--- src/rtl/axi4_lite_pkg.sv ---
// Shared types and response codes for the two-master AXI4-Lite arbiter.
package axi4_lite_pkg;

  typedef enum logic [2:0] {
    IDLE,
    WR_ADDR,
    WR_RESP,
    RD_ADDR,
    RD_DATA
  } arb_state_t;

  localparam logic [1:0] RESP_OKAY   = 2'b00;
  localparam logic [1:0] RESP_SLVERR = 2'b10;

endpackage

--- src/rtl/rr_arbiter_2.sv ---
// Two-way round-robin pick: a lone requester wins, a tie goes to the master not served last.
module rr_arbiter_2 (
  input  logic [1:0] req,
  input  logic       last,
  output logic       any_req,
  output logic       gnt_idx
);

  always_comb begin
    any_req = |req;
    gnt_idx = (req == 2'b11) ? ~last : req[1];
  end

endmodule

--- src/rtl/axi4_lite_arbiter_2to1.sv ---
// Shares one AXI4-Lite slave between two masters, one transaction at a time.
// state   | meaning
// IDLE    | no transaction; arbitrate between pending requests
// WR_ADDR | forward AW and W of the granted master until both handshake
// WR_RESP | forward B back to the granted master
// RD_ADDR | forward AR of the granted master
// RD_DATA | forward R back to the granted master
module axi4_lite_arbiter_2to1
  import axi4_lite_pkg::*;
#(
  parameter int ADDRESS    = 32,
  parameter int DATA_WIDTH = 32
) (
  input  logic                    ACLK,
  input  logic                    ARESET,
  input  logic [ADDRESS-1:0]      S0_AWADDR,
  input  logic                    S0_AWVALID,
  output logic                    S0_AWREADY,
  input  logic [DATA_WIDTH-1:0]   S0_WDATA,
  input  logic [DATA_WIDTH/8-1:0] S0_WSTRB,
  input  logic                    S0_WVALID,
  output logic                    S0_WREADY,
  output logic [1:0]              S0_BRESP,
  output logic                    S0_BVALID,
  input  logic                    S0_BREADY,
  input  logic [ADDRESS-1:0]      S0_ARADDR,
  input  logic                    S0_ARVALID,
  output logic                    S0_ARREADY,
  output logic [DATA_WIDTH-1:0]   S0_RDATA,
  output logic [1:0]              S0_RRESP,
  output logic                    S0_RVALID,
  input  logic                    S0_RREADY,
  input  logic [ADDRESS-1:0]      S1_AWADDR,
  input  logic                    S1_AWVALID,
  output logic                    S1_AWREADY,
  input  logic [DATA_WIDTH-1:0]   S1_WDATA,
  input  logic [DATA_WIDTH/8-1:0] S1_WSTRB,
  input  logic                    S1_WVALID,
  output logic                    S1_WREADY,
  output logic [1:0]              S1_BRESP,
  output logic                    S1_BVALID,
  input  logic                    S1_BREADY,
  input  logic [ADDRESS-1:0]      S1_ARADDR,
  input  logic                    S1_ARVALID,
  output logic                    S1_ARREADY,
  output logic [DATA_WIDTH-1:0]   S1_RDATA,
  output logic [1:0]              S1_RRESP,
  output logic                    S1_RVALID,
  input  logic                    S1_RREADY,
  output logic [ADDRESS-1:0]      M_AWADDR,
  output logic                    M_AWVALID,
  input  logic                    M_AWREADY,
  output logic [DATA_WIDTH-1:0]   M_WDATA,
  output logic [DATA_WIDTH/8-1:0] M_WSTRB,
  output logic                    M_WVALID,
  input  logic                    M_WREADY,
  input  logic [1:0]              M_BRESP,
  input  logic                    M_BVALID,
  output logic                    M_BREADY,
  output logic [ADDRESS-1:0]      M_ARADDR,
  output logic                    M_ARVALID,
  input  logic                    M_ARREADY,
  input  logic [DATA_WIDTH-1:0]   M_RDATA,
  input  logic [1:0]              M_RRESP,
  input  logic                    M_RVALID,
  output logic                    M_RREADY,
  output logic                    GNT,
  output logic                    BUSY
);

  arb_state_t state, state_n;
  logic gnt, gnt_n, last, last_n;
  logic aw_done, aw_done_n, w_done, w_done_n;
  logic any_req, arb_gnt, win_awvalid;
  logic aw_hs, w_hs;

  logic [ADDRESS-1:0]      sg_awaddr, sg_araddr;
  logic [DATA_WIDTH-1:0]   sg_wdata;
  logic [DATA_WIDTH/8-1:0] sg_wstrb;
  logic sg_awvalid, sg_wvalid, sg_arvalid, sg_bready, sg_rready;

  logic                  up_awready, up_wready, up_arready, up_bvalid, up_rvalid;
  logic [1:0]            up_bresp, up_rresp;
  logic [DATA_WIDTH-1:0] up_rdata;

  rr_arbiter_2 u_rr (
    .req     ({S1_AWVALID | S1_ARVALID, S0_AWVALID | S0_ARVALID}),
    .last    (last),
    .any_req (any_req),
    .gnt_idx (arb_gnt)
  );

  always_comb begin
    win_awvalid = arb_gnt ? S1_AWVALID : S0_AWVALID;
    sg_awaddr   = gnt ? S1_AWADDR  : S0_AWADDR;
    sg_awvalid  = gnt ? S1_AWVALID : S0_AWVALID;
    sg_wdata    = gnt ? S1_WDATA   : S0_WDATA;
    sg_wstrb    = gnt ? S1_WSTRB   : S0_WSTRB;
    sg_wvalid   = gnt ? S1_WVALID  : S0_WVALID;
    sg_bready   = gnt ? S1_BREADY  : S0_BREADY;
    sg_araddr   = gnt ? S1_ARADDR  : S0_ARADDR;
    sg_arvalid  = gnt ? S1_ARVALID : S0_ARVALID;
    sg_rready   = gnt ? S1_RREADY  : S0_RREADY;
  end

  // Handshakes only count while their channel is still owed.
  assign aw_hs = (state == WR_ADDR) & ~aw_done & sg_awvalid & M_AWREADY;
  assign w_hs  = (state == WR_ADDR) & ~w_done  & sg_wvalid  & M_WREADY;

  always_ff @(posedge ACLK) begin
    if (ARESET) begin
      state   <= IDLE;
      gnt     <= 1'b0;
      last    <= 1'b1;
      aw_done <= 1'b0;
      w_done  <= 1'b0;
    end else begin
      state   <= state_n;
      gnt     <= gnt_n;
      last    <= last_n;
      aw_done <= aw_done_n;
      w_done  <= w_done_n;
    end
  end

  always_comb begin
    state_n   = state;
    gnt_n     = gnt;
    last_n    = last;
    aw_done_n = aw_done;
    w_done_n  = w_done;
    case (state)
      IDLE: begin
        if (any_req) begin
          gnt_n   = arb_gnt;
          state_n = win_awvalid ? WR_ADDR : RD_ADDR;
        end
      end
      WR_ADDR: begin
        if ((aw_done | aw_hs) & (w_done | w_hs)) begin
          state_n   = WR_RESP;
          aw_done_n = 1'b0;
          w_done_n  = 1'b0;
        end else begin
          aw_done_n = aw_done | aw_hs;
          w_done_n  = w_done | w_hs;
        end
      end
      WR_RESP: begin
        if (M_BVALID & sg_bready) begin
          state_n = IDLE;
          last_n  = gnt;
        end
      end
      RD_ADDR: begin
        if (sg_arvalid & M_ARREADY) state_n = RD_DATA;
      end
      RD_DATA: begin
        if (M_RVALID & sg_rready) begin
          state_n = IDLE;
          last_n  = gnt;
        end
      end
      default: state_n = IDLE;
    endcase
  end

  always_comb begin
    M_AWADDR   = '0;
    M_AWVALID  = 1'b0;
    M_WDATA    = '0;
    M_WSTRB    = '0;
    M_WVALID   = 1'b0;
    M_BREADY   = 1'b0;
    M_ARADDR   = '0;
    M_ARVALID  = 1'b0;
    M_RREADY   = 1'b0;
    up_awready = 1'b0;
    up_wready  = 1'b0;
    up_arready = 1'b0;
    up_bvalid  = 1'b0;
    up_bresp   = RESP_OKAY;
    up_rvalid  = 1'b0;
    up_rresp   = RESP_OKAY;
    up_rdata   = '0;
    case (state)
      WR_ADDR: begin
        if (!aw_done) begin
          M_AWADDR   = sg_awaddr;
          M_AWVALID  = sg_awvalid;
          up_awready = M_AWREADY;
        end
        if (!w_done) begin
          M_WDATA   = sg_wdata;
          M_WSTRB   = sg_wstrb;
          M_WVALID  = sg_wvalid;
          up_wready = M_WREADY;
        end
      end
      WR_RESP: begin
        up_bvalid = M_BVALID;
        up_bresp  = M_BRESP;
        M_BREADY  = sg_bready;
      end
      RD_ADDR: begin
        M_ARADDR   = sg_araddr;
        M_ARVALID  = sg_arvalid;
        up_arready = M_ARREADY;
      end
      RD_DATA: begin
        up_rvalid = M_RVALID;
        up_rdata  = M_RDATA;
        up_rresp  = M_RRESP;
        M_RREADY  = sg_rready;
      end
      default: ;
    endcase
  end

  // Upstream returns go only to the granted master; the other sees zeros.
  always_comb begin
    S0_AWREADY = ~gnt & up_awready;
    S0_WREADY  = ~gnt & up_wready;
    S0_ARREADY = ~gnt & up_arready;
    S0_BVALID  = ~gnt & up_bvalid;
    S0_BRESP   = gnt ? RESP_OKAY : up_bresp;
    S0_RVALID  = ~gnt & up_rvalid;
    S0_RRESP   = gnt ? RESP_OKAY : up_rresp;
    S0_RDATA   = gnt ? '0 : up_rdata;
    S1_AWREADY = gnt & up_awready;
    S1_WREADY  = gnt & up_wready;
    S1_ARREADY = gnt & up_arready;
    S1_BVALID  = gnt & up_bvalid;
    S1_BRESP   = gnt ? up_bresp : RESP_OKAY;
    S1_RVALID  = gnt & up_rvalid;
    S1_RRESP   = gnt ? up_rresp : RESP_OKAY;
    S1_RDATA   = gnt ? up_rdata : '0;
    GNT        = gnt;
    BUSY       = (state != IDLE);
  end

endmodule

--- config.mk ---
export PLATFORM = sky130hd
export DESIGN_NAME = axi4_lite_arbiter_2to1
export DESIGN_NICKNAME = d
export VERILOG_FILES = /design/src/rtl/axi4_lite_pkg.sv /design/src/rtl/rr_arbiter_2.sv /design/src/rtl/axi4_lite_arbiter_2to1.sv
export SDC_FILE = /design/constraint.sdc
export NUM_CORES = 1
export LEC_CHECK = 0
export BUFFER_PORTS_ARGS = -buffer_cell sky130_fd_sc_hd__buf_2
export CAP_MARGIN = 20
export CORE_AREA = 5 5 167 169
export CTS_BUF_LIST = sky130_fd_sc_hd__clkbuf_4 sky130_fd_sc_hd__clkbuf_8
export CTS_CLUSTER_DIAMETER = 50
export DETAILED_ROUTE_END_ITERATION = 6
export DIE_AREA = 0 0 172 174
export SLEW_MARGIN = 30
export SYNTH_ARGS = -nofsm -noshare
export SYNTH_HDL_FRONTEND = slang
export SYNTH_SLANG_ARGS = --single-unit
export TNS_END_PERCENT = 10
--- constraint.sdc ---
create_clock -name ACLK -period 1.95 [get_ports ACLK]
set_clock_uncertainty 0.1 [all_clocks]
set_input_delay 0.2925 -clock ACLK [delete_from_list [all_inputs] [get_ports ACLK]]
set_output_delay 0.2925 -clock ACLK [all_outputs]
set_load 0.02 [all_outputs]
Word-level counts from Yosys, hierarchy flattened
Index checks and enable logic that the tools add are counted.
{ "word_totals": {"word_cells": 103, "out_inout_bits": 189, "ff_bits": 7, "inputBits": 253} }
{ "classes": {"bitwise_logic": 28, "n_reduce_logical": 7, "n_eq_ne": 10, "n_mux": 53} }
{ "ops": {"columns": ["cell", "n"], "rows": [
  ["$mux 32", 11],
  ["$mux 1", 25],
  ["$and 1x1->1", 20],
  ["$mux 3", 5],
  ["$pmux 3 s5", 1],
  ["$mux 2", 7],
  ["$mux 4", 3],
  ["$ne 2x2->1 const B", 4],
  ["$eq 3x2->1 const B", 2],
  ["$reduce_and 5->1", 1],
  ["$not 1->1", 4],
  ["$or 1x1->1", 4],
  ["$eq 3x1->1 const B", 1],
  ["$eq 3x3->1 const B", 1],
  ["$logic_not 3->1", 1],
  ["$reduce_and 3->1", 1],
  ["$reduce_bool 3->1", 1],
  ["$eq 2x2->1 const B", 1],
  ["$ne 2x1->1 const B", 1],
  ["$pmux 1 s2", 1],
  ["$reduce_and 2->1", 1],
  ["$reduce_bool 2->1", 1],
  ["$reduce_or 2->1", 1]
]} }

Depth between registers and ports, before layout
{ "depth": {"depth_word": 8, "depth_mapped": 7, "ltp_nobuf": 5} }

Cells and area by module
Synthesis repeated with hierarchy kept, for this count alone.
{ "hier_totals": {"cells_unflattened": 402, "hier_area_um2": 2642.5} }
{ "modules_own_cells": {"columns": ["module", "area_each_um2", "instances", "seq_area_each_um2", "cells_per_inst"], "rows": [
  ["axi4_lite_arbiter_2to1", 2628.8, 1, 140.1, 400],
  ["rr_arbiter_2", 13.8, 1, 0.0, 2]
]} }

Worst setup path before layout
No wires, ideal clock.
{ "synth_path": {"path_kind": "reg-to-output", "startpoint": "register gnt (netlist: GNT)", "endpoint": "output port S0_BVALID", "required_ns": 1.558, "setup_slack_ns": -0.298, "stages_incl_launch_ff": 6, "t_arrival_ns": 1.855, "path_buffers": 4, "cell_sequence": "dfxtp_1 -> buf_2 -> buf_2 -> buf_1 -> buf_2 -> nor4_1"} }
{ "synth_via": {"elab_chain_cells": 2} }
{ "synth_rtl": {"columns": ["item", "line", "text"], "rows": [
  ["start, declared", "axi4_lite_arbiter_2to1.sv:72", "logic gnt, gnt_n, last, last_n;"],
  ["start signal, assigned", "axi4_lite_arbiter_2to1.sv:119", "gnt <= gnt_n;"],
  ["$not 1->1", "axi4_lite_arbiter_2to1.sv:225", "S0_BVALID = ~gnt & up_bvalid;"],
  ["$and 1x1->1", "axi4_lite_arbiter_2to1.sv:225", null],
  ["end, declared", "axi4_lite_arbiter_2to1.sv:24", "output logic S0_BVALID,"]
]} }
Every way passes these cells.

Final worst setup path
{ "layout_path": {"startpoint": "register state[1]", "endpoint": "output port M_WDATA[3]"} }
{ "layout_via": {"elab_chain_cells": 2} }
{ "layout_rtl": {"columns": ["item", "line", "text"], "rows": [
  ["start, declared", "axi4_lite_arbiter_2to1.sv:71", "arb_state_t state, state_n;"],
  ["start signal, assigned", "axi4_lite_arbiter_2to1.sv:118", "state <= state_n;"],
  ["$eq 3x1->1", "axi4_lite_arbiter_2to1.sv:186", "case (state)"],
  ["$mux 32", "axi4_lite_arbiter_2to1.sv:186", null],
  ["end, declared", "axi4_lite_arbiter_2to1.sv:53", "output logic [DATA_WIDTH-1:0] M_WDATA,"]
]} }
Every way passes these cells.

==> results.py <==
metrics = {
    "die": {
        "fp.dieH_um": 174,
        "fp.dieW_um": 172,
        "row_count": 60,
        "initial_utilization_pct": 9.84,
        "dieArea_sq_um": 29900,
        "io_pins": 442,
        "coreArea_sq_um": 26400,
    },
    "yosys": {
        "netlist_area_sq_um": 2600,
        "synth_enable_flop_cells": 0,
        "ys_seq_elements": 7,
        "syn_inst": 396,
        "synth_cell_type_count": 30,
        "synth_area_leaders": "mux2i_1 41%, and3_1 17%, nor2_1 16%",
        "synth_top_area_cell": "mux2i_1",
        "syn_area_per_cell_sq_um": 6.57,
        "yosysMostFrequentCell": "nor2_1",
        "seq_area_frac_synth_pct": 5.39,
        "synth_top_area_share_pct": 41.2,
        "synth_commonest_cells": "112 x nor2_1, 107 x mux2i_1, 72 x and3_1, 28 x clkbuf_1, 12 x nor3_1",
        "synthArstFlopShare_pct": 0,
        "synth_ff_type": "dfxtp_1",
        "ys_warn_count": 0,
        "synth_nets": 649,
    },
    "route": {
        "totalWireLength_um": 19400,
        "via_per_inst": 3.97,
        "postRouteAntennaNets": 0,
        "wl_met2_um": 10400,
        "dr_wl_met3_um": 1820,
        "vias": 4710,
        "drc": 0,
        "drt_iter0_drc": 123,
        "maxUsedRoutingLayer": "met4",
        "met1_length_um": 6850,
        "drt-pass1-iter-count": 5,
        "wire_per_inst_um": 16.4,
    },
    "sta": {
        "setup_violations": 119,
        "rsz0062_at_grt": "yes",
        "slew_violations": 0,
        "tightest_slew_ns": 0.301,
        "hold_viol_final": 0,
        "fin_crit_ns": 2.05,
        "setup_ws_ns": -0.105,
        "fmax_mhz": 487,
        "min_period_over_period_pct": 105,
        "setup_tns_ns": -4.65,
        "slew-limit-headroom_pct": 79.3,
    },
    "global_routing": {
        "grt_pass1_vias": 4558,
        "gr-usage-all-layers_pct": 10.5,
        "antenna_found_initial": 3,
        "grt-ovfl-total": 0,
        "grt_max_degree": 72,
        "grt_first_pass_wirelength_um": 24800,
    },
    "critical_path": {
        "crit_arrival_ns": 1.66,
        "required_ns": 1.56,
        "crit_type": "reg -> out",
        "worstPathMaxFanout": 19,
        "cp-end-kind": "output port",
        "worstSetupStartpointType": "flop",
    },
    "placement": {
        "gp_congestion": 0.810,
        "place_hpwl_um": 15400,
        "placed_area_sq_um": 5550,
        "numPortBuffers": 441,
        "placed_cells": 1168,
    },
    "hold_path": {
        "hp-class": "in -> reg",
    },
    "layout": {
        "stdcell_area_sq_um": 6460,
        "areaGrowthSynthToFinish_pct": 148,
        "stdcell_count": 1187,
        "final_nets": 1097,
        "drive_gt1_share_pct": 68.4,
    },
    "power_and_ir_drop": {
        "power_density_nw_per_um2": 803,
        "fin_total_pwr_uw": 5190,
        "ir_worst_vdd_uv": 389,
        "p_leak_uw": 0.00339,
    },
    "clock_network": {
        "hold_buffers": 0,
        "cts_made_buffers": 3,
        "cts.sinks": 7,
        "htree_num_levels": 1,
        "cts_root_buf": "clkbuf_8",
        "cts_tree": "built",
        "insertion_delay_ns": 0.23,
        "cts_max_path_buffers": 2,
        "clkTransAtPathRegs_ns": 0.04,
    },
    "run_status": {
        "violations": "setup timing",
        "status": "complete, but fails checks",
    },
    "job": {
        "maxCapViolCount": 0,
    },
}
sequential cells by signal, indices dropped and copies added (netlist names):
signal	count
aw_done	1
GNT	1
w_done	1
state	3
last	1
power by group:
part | internal, uW | switching [uW] | total (uW)
Combinational | 2140 | 2610 | 4750
Sequential | 184 | 31.3 | 215
Clock | 155 | 61.7 | 217
Total | 2480 | 2710 | 5190
cells by family after synthesis:
family | Yosys count | share of synthesized area (%)
compound gates | 18 | 5.24
buf+inv | 51 | 8.08
flops | 7 | 5.39
mux | 107 | 41.2
simple gates | 213 | 40.1
final cells by class:
| cell class | instances | area, sq um |
|---|---|---|
| diodes | 3 | 7.51 |
| flip-flops and latches | 7 | 146 |
| clock buffers | 4 | 48.8 |
| multi-input cells | 338 | 2570 |
| inverters | 8 | 30.0 |
| repair buffers | 486 | 3230 |
| fillers | 2842 | 20000 |
| well taps | 341 | 427 |
stage by stage:
stage / util (%) / setup slack (ns) / hold WS [ns]
floorplan: - / -0.156 / 0.360
global placement: 21.0 / -0.0510 / 0.396
detailed placement: 21.0 / -0.0614 / 0.390
CTS: 22.6 / -0.111 / 0.230
global route: 24.4 / -0.149 / 0.253
finish: 24.4 / -0.105 / 0.234
final timing paths:
path | from | to | slack [ns] | cells after the start
max | state[1] | M_WDATA[3] | -0.10 | 4
min | ARESET | GNT | 0.23 | 2
max reg2reg | state[1] | state[0] | 0.05 | 8
min reg2reg | last | last | 0.40 | 2
placed cells by master, fill, tap and decap left out, types with 3 or more instances in the layout:
| master | instances |
|---|---|
| buf_2 | 292 |
| buf_4 | 150 |
| mux2i_1 | 104 |
| and3_1 | 61 |
| nor2_1 | 55 |
| nor2_2 | 47 |
| buf_6 | 30 |
| and3_4 | 11 |
| nor2_4 | 10 |
| buf_12 | 10 |
| nor3_1 | 7 |
| inv_1 | 7 |
| nor3_2 | 4 |
| dfxtp_1 | 4 |
| diode_2 | 3 |
| nand2b_1 | 3 |
| mux2i_2 | 3 |
| o21a_1 | 3 |
| o21bai_1 | 3 |
| o21ai_0 | 3 |
| clkbuf_8 | 3 |
| clkbuf_16 | 3 |
timing repair:
item | CTS | global route
endpoints found under the setup margin | 165 | 180
resized for setup | 125 | 108
cloned | 1 | 4
pin swaps | 8 | 4
endpoints found under the hold margin | 0 | 0
setup buffers | 3 | 4
critical path, cell delays in order (launching register included):
cell and delay [ns]:
dfxtp_1 0.31, or4b_4 0.61, buf_16 0.22, nor2_2 0.13, buf_4 0.15
per-layer routing:
metal  vias up  GRT usage (%)
met4         0           2.52
li1       2278              -
met2       293           21.5
met1      2118           11.1
met3        21           1.23
met5         -              0
No activity file was read; power rests on OpenSTA's default activity.
